File: src/rtl/gnn_sched_pkg.sv
// rtl/gnn_sched_pkg.sv - shared types and constants for the GNN aggregation scheduler
package gnn_sched_pkg;

    localparam int BATCH_W_DEF  = 8;
    localparam int LAYER_W_DEF  = 4;
    localparam int WDOG_CYC_DEF = 16;

    // Aggregator datapath widths (features in, aggregated result out)
    localparam int AGG_FEAT_W = 5;
    localparam int AGG_RES_W  = 21;

    typedef enum logic [2:0] {
        ST_IDLE     = 3'd0,
        ST_FETCH    = 3'd1,
        ST_AGG      = 3'd2,
        ST_WAIT_AGG = 3'd3,
        ST_COMB     = 3'd4,
        ST_DONE     = 3'd5
    } state_e;

endpackage

File: src/rtl/sched_wdog.sv
// rtl/sched_wdog.sv - cycle watchdog for the scheduler wait states
module sched_wdog
    import gnn_sched_pkg::*;
#(
    parameter int WDOG_CYC = WDOG_CYC_DEF
) (
    input  logic clk,
    input  logic rst_n,
    input  logic clear,
    input  logic enable,
    output logic expire
);

    localparam int CNT_W = $clog2(WDOG_CYC + 1);

    logic [CNT_W-1:0] cnt_q;
    logic [CNT_W-1:0] cnt_d;
    logic [CNT_W-1:0] cnt_eff;

    // clear marks the first cycle of a state, so that cycle counts as zero
    always_comb begin
        cnt_eff = clear ? '0 : cnt_q;
        expire  = enable && (cnt_eff == CNT_W'(WDOG_CYC - 1));
        cnt_d   = enable ? cnt_eff + CNT_W'(1) : '0;
    end

    // counter register
    always_ff @(posedge clk) begin
        if (!rst_n) begin
            cnt_q <= '0;
        end else begin
            cnt_q <= cnt_d;
        end
    end

endmodule

File: src/rtl/gnn_agg_sched.sv
// rtl/gnn_agg_sched.sv - layer/batch scheduler for a GNN aggregator; SCHED_WDOG_EN adds a wait watchdog
module gnn_agg_sched
    import gnn_sched_pkg::*;
#(
    parameter int BATCH_W  = BATCH_W_DEF,
    parameter int LAYER_W  = LAYER_W_DEF,
    parameter int WDOG_CYC = WDOG_CYC_DEF
) (
    input  logic               clk,
    input  logic               rst_n,
    input  logic               start,
    input  logic               abort,
    input  logic [BATCH_W-1:0] num_batches,
    input  logic [LAYER_W-1:0] num_layers,
    output logic               feat_req,
    input  logic               feat_vld,
    output logic               agg_in_rdy,
    input  logic               agg_out_rdy,
    output logic               res_cap,
    output logic               comb_vld,
    input  logic               comb_rdy,
    output logic               busy,
    output logic               done,
    output logic               err,
    output logic [BATCH_W-1:0] batch_idx,
    output logic [LAYER_W-1:0] layer_idx
);

    state_e             state_q, state_d;
    logic [BATCH_W-1:0] batch_q, batch_d;
    logic [LAYER_W-1:0] layer_q, layer_d;
    logic [BATCH_W-1:0] nb_q, nb_d;
    logic [LAYER_W-1:0] nl_q, nl_d;
    logic               settle_q, settle_d;
    logic               wdog_exp;
    logic               run_ok;

`ifdef SCHED_WDOG_EN
    logic entry_q, entry_d;
    logic err_q, err_d;

    sched_wdog #(
        .WDOG_CYC (WDOG_CYC)
    ) u_wdog (
        .clk    (clk),
        .rst_n  (rst_n),
        .clear  (entry_q),
        .enable ((state_q == ST_WAIT_AGG) || (state_q == ST_COMB)),
        .expire (wdog_exp)
    );

    // entry flag and sticky error, cleared by an accepted start
    always_comb begin
        entry_d = (state_d != state_q);
        err_d   = err_q;
        if (!abort && state_q == ST_IDLE && start) begin
            err_d = 1'b0;
        end
        if (!abort && wdog_exp) begin
            err_d = 1'b1;
        end
    end

    // watchdog bookkeeping registers
    always_ff @(posedge clk) begin
        if (!rst_n) begin
            entry_q <= 1'b1;
            err_q   <= 1'b0;
        end else begin
            entry_q <= entry_d;
            err_q   <= err_d;
        end
    end

    assign err = err_q;
`else
    assign wdog_exp = 1'b0;
    assign err      = 1'b0;
`endif

    // state and index registers
    always_ff @(posedge clk) begin
        if (!rst_n) begin
            state_q  <= ST_IDLE;
            batch_q  <= '0;
            layer_q  <= '0;
            nb_q     <= '0;
            nl_q     <= '0;
            settle_q <= 1'b0;
        end else begin
            state_q  <= state_d;
            batch_q  <= batch_d;
            layer_q  <= layer_d;
            nb_q     <= nb_d;
            nl_q     <= nl_d;
            settle_q <= settle_d;
        end
    end

    // next-state and index update; abort beats everything, then watchdog expiry
    always_comb begin
        state_d  = state_q;
        batch_d  = batch_q;
        layer_d  = layer_q;
        nb_d     = nb_q;
        nl_d     = nl_q;
        settle_d = 1'b0;
        if (abort) begin
            state_d = ST_IDLE;
        end else if (wdog_exp) begin
            state_d = ST_IDLE;
        end else begin
            case (state_q)
                ST_IDLE: begin
                    if (start) begin
                        nb_d    = num_batches;
                        nl_d    = num_layers;
                        batch_d = '0;
                        layer_d = '0;
                        if (num_batches == '0 || num_layers == '0) begin
                            // empty run holds one settle cycle in DONE before pulsing
                            state_d  = ST_DONE;
                            settle_d = 1'b1;
                        end else begin
                            state_d = ST_FETCH;
                        end
                    end
                end
                ST_FETCH: begin
                    if (feat_vld) begin
                        state_d = ST_AGG;
                    end
                end
                ST_AGG: begin
                    state_d = ST_WAIT_AGG;
                end
                ST_WAIT_AGG: begin
                    if (agg_out_rdy) begin
                        state_d = ST_COMB;
                    end
                end
                ST_COMB: begin
                    if (comb_rdy) begin
                        if (batch_q != nb_q - BATCH_W'(1)) begin
                            batch_d = batch_q + BATCH_W'(1);
                            state_d = ST_FETCH;
                        end else if (layer_q != nl_q - LAYER_W'(1)) begin
                            batch_d = '0;
                            layer_d = layer_q + LAYER_W'(1);
                            state_d = ST_FETCH;
                        end else begin
                            state_d = ST_DONE;
                        end
                    end
                end
                ST_DONE: begin
                    state_d = settle_q ? ST_DONE : ST_IDLE;
                end
                default: begin
                    state_d = ST_IDLE;
                end
            endcase
        end
    end

    // strobes decoded from state, silenced in reset, abort or expiry cycles
    always_comb begin
        run_ok     = rst_n && !abort && !wdog_exp;
        feat_req   = run_ok && (state_q == ST_FETCH);
        agg_in_rdy = run_ok && (state_q == ST_AGG);
        res_cap    = run_ok && (state_q == ST_WAIT_AGG) && agg_out_rdy;
        comb_vld   = run_ok && (state_q == ST_COMB);
        done       = run_ok && (state_q == ST_DONE) && !settle_q;
        busy       = rst_n && (state_q != ST_IDLE);
        batch_idx  = batch_q;
        layer_idx  = layer_q;
    end

endmodule
File: config.mk
export PLATFORM = sky130hd
export DESIGN_NAME = gnn_agg_sched
export DESIGN_NICKNAME = d
export VERILOG_FILES = /design/src/rtl/gnn_sched_pkg.sv /design/src/rtl/sched_wdog.sv /design/src/rtl/gnn_agg_sched.sv
export SDC_FILE = /design/constraint.sdc
export NUM_CORES = 1
export LEC_CHECK = 0
export ABC_AREA = 1
export CORE_MARGIN = 3
export CORE_UTILIZATION = 51
export DETAILED_ROUTE_END_ITERATION = 6
export GPL_ROUTABILITY_DRIVEN = 0
export MAX_ROUTING_LAYER = met4
export PLACE_DENSITY_LB_ADDON = 0.05
export SLEW_MARGIN = 20
export SYNTH_ARGS = -nofsm -noshare
export SYNTH_HDL_FRONTEND = slang
export SYNTH_HIERARCHICAL = 1
export SYNTH_SLANG_ARGS = --single-unit
File: constraint.sdc
create_clock -name clk -period 2.4 [get_ports clk]
set_input_delay 0.48 -clock clk [delete_from_list [all_inputs] [get_ports clk]]
set_output_delay 0.48 -clock clk [all_outputs]
set_load 0.01 [all_outputs]
==> impl_results.md <==
- Die Y-Extent: 66.6 um
- Multi-input logic area: 1150 sq um
- DRT Wirelength: 4070 um
- Post-Synth XOR/XNOR Area: 6.08%
- # port buffers: 36
- Tot Pwr: 1.06 mW
- Max-slew violation count: 0
- Die area: 4440 sq um
- CP max FO: 6
- Post-CTS Setup Inserts: 0
- CP arrival: 2.31 ns
- Row count: 21
- Share of post-route cells with drive strength above 1: 10.2%
- Max Cap Violations: 0
- Dpl ws: -0.131 ns
- Max Root-Sink Buffers: 2
- Global-route wire length before repair: 6890 um
- Fill cells: 332
- Ant. Diodes: 0
- Worst setup SP type: flip-flop
- Synth Register Bits: 28
- CTS tree: yes
- CP required: 2.57 ns
- Non-Filler Instances: 370
- Wire per inst: 11.0 um
- Drt initial violations: 98
- Fin. Hold Viols: 0
- Syn nets: 310
- Cells after synthesis: 287
- Deepest level of the CTS H-tree: 1
- Number of synthesized flops with an enable pin: 0
- Synth unique cells: 33
- IO Count: 38
- Initial antenna violation count: 0
- Simple-Gate Fraction of Synth Area: 40.5%
- Post-synthesis mux area share: 0%
- Fin nets: 349
- 1st-pass router iterations: 4
- Endpoint type of the worst setup path: flip-flop
- Top FF cell, synth: dfxtp_1
- Overflow after GRT: 0
- Layout Skew: 0.00292 ns
- Clk Latency, worst-skew pair: 0.27 ns
- Die width: 66.6 um
- Post-synthesis compound-gate area fraction: 11.2%
- Mean post-synth cell area: 6.53 sq um
- Ys async rst share: 0%
- Largest net degree at the start of global routing: 23
- FMAX: 467 MHz
- Hold slack: 0.487 ns
- Synth Area in Adders: 2.67%
- Static Leakage: 1.09 nW
- Core Region: 3440 sq um
- Drt drc: 0
- Clock slew seen by the registers of the worst setup and hold paths: 0.09 ns
- R2R setup slack: 0.26 ns
- Setup CP Type: flip-flop to flip-flop
- Root Driver: clkbuf_8
- Hold WC Path Type: flip-flop to flip-flop
- Layout area overhead: 24.6%
- Setup violations, final: 0
- Min cycle time layout: 2.14 ns
- Via density per instance: 4.90
- Setup WS post-layout: 0.260 ns
- ANT nets after route: 0
- Register area: 561 sq um
- PD cells: 456 nW/um^2
- Util after Layout: 67.8%
- GRT Resource Usage Total: 20.1%
- Vias in the first global route: 1615
- Number of buffers created by CTS: 3
- Largest family of logic cells by synthesized area: simple AND/OR/NAND/NOR gates
- Inst Count DP: 367
- Via count: 1813
- Clock Sinks: 28
- IR drop worst, VDD: 290 uV
- Initial Util: 54.4%
- Status: finished clean
- Synthesis Warnings: 6
- Seq/Total Area, Yosys: 29.9%
- Unrepaired setup endpoints after global routing: false
- Tcrit/Tclk final: 89.2%
- DP HPWL: 3210 um
- Mapped cell area: 1870 sq um
==> cells in the mapped netlist (all sizes together), types with 2 or more instances <==
cell type,instances,share of area [%]
o21ai,19,5.1
xor2,8,3.7
nand3b,3,1.2
nor3,6,1.6
nand3,19,5.3
nand4,4,1.3
buf,5,2.5
or2,2,0.80
dfxtp,28,30
ha,4,2.7
nand2,72,17
inv,34,6.8
nor2,52,12
xnor2,5,2.3
a21oi,19,5.3
==> kinds of logic (layout without fill, tap and decap cells) <==
family          count (synthesis)  in the layout
other cells                     1              1
buf+inv                        40             77
fa+ha+maj                       4              4
xor+xnor                       13             13
simple gates                  161            161
compound gates                 40             40
flops                          28             28
==> repair_timing <==
action / in CTS / in global routing
hold buffers: 0 / 0
gates cloned: 0 / 0
resized for setup: 4 / 5
endpoints found under the setup margin: 5 / 5
==> report_power, final <==
part	internal (mW)	leakage (nW)	total [mW]	switching, mW
sequential	0.491	0.229	0.516	0.0256
combinational	0.128	0.844	0.294	0.167
clock	0.113	0.0216	0.253	0.141
total	0.731	1.09	1.06	0.333
==> through the flow <==
| step | area [sq um] | TNS, ns |
|---|---|---|
| after detailed placement | 2270 | -0.503 |
| final | 2330 | 0 |
| after CTS | 2320 | 0 |
| after global routing | 2330 | 0 |
| after floorplan | 1870 | 0 |
| after global placement | 2270 | -0.389 |
==> placed cells by master (no fill, tap or decap) <==
| master | Yosys | routed |
|---|---|---|
| clkdlybuf4s50_1 | 0 | 30 |
| nand2_2 | 9 | 9 |
| nor4_1 | 1 | 1 |
| nand3_4 | 0 | 1 |
| nand4_1 | 4 | 4 |
| nand3_1 | 18 | 18 |
| dfxtp_1 | 28 | 28 |
| xnor2_1 | 5 | 5 |
| clkbuf_8 | 0 | 3 |
| buf_4 | 1 | 4 |
| nand2_4 | 3 | 3 |
| nand3b_1 | 3 | 3 |
| o21ai_0 | 7 | 7 |
| nand2_1 | 60 | 60 |
| conb_1 | 1 | 1 |
| ha_1 | 4 | 4 |
| and3_1 | 1 | 1 |
| a21boi_1 | 1 | 1 |
| nor2_1 | 46 | 45 |
| xor2_1 | 8 | 8 |
| inv_2 | 3 | 3 |
| inv_1 | 31 | 31 |
| or2_4 | 1 | 1 |
| nor3_1 | 6 | 6 |
| nor2_4 | 3 | 4 |
| a21oi_1 | 18 | 18 |
| a21oi_2 | 1 | 1 |
| a21o_1 | 1 | 1 |
| nor2_2 | 3 | 3 |
| or2_1 | 1 | 1 |
| o21ai_1 | 12 | 12 |
| dlygate4sd2_1 | 0 | 2 |
| nor3b_2 | 1 | 1 |
| dlymetal6s2s_1 | 0 | 4 |
==> path summary, 6_finish.rpt <==
path	start	cells past startpoint	to
max	nb_q[0]	14	batch_idx[1]
min	nl_q[1]	2	nl_q[1]
max reg2reg	nb_q[0]	14	batch_idx[1]
min reg2reg	nl_q[1]	2	nl_q[1]
==> cell type report <==
type,instances,share of cell area (%)
clock buffer,3,1.77
multi-input combinational,219,49.2
inverter,34,5.47
tap,46,2.47
sequential,28,24.0
timing repair buffer,40,17.0
==> per-layer routing <==
metal / up-vias / global-route usage [%] / share of wire [%]
met2: 26 / 33.9 / 47
met4: 0 / 6.09 / 1.1
li1: 987 / - / -
met3: 4 / 2.87 / 2.9
met1: 796 / 24.9 / 49
met5: - / - / 0
==> sequential cells by signal (all words and copies together) (netlist names) <==
signal     count
batch_idx      8
nb_q           8
layer_idx      4
nl_q           4
state_q        3
settle_q       1
==> worst max-delay path, stage by stage (launching register included) <==
cell	delay, ns
dfxtp_1	0.38
inv_1	0.13
ha_1	0.34
nand2_1	0.07
inv_1	0.03
nor2_1	0.07
nand2_1	0.05
nor2_1	0.11
nand3_1	0.09
nor2_2	0.17
nand2_1	0.14
nand2_2	0.13
nand2_2	0.11
nand2_2	0.16
nor2_1	0.06
No activity file was read; power rests on OpenSTA's default activity.
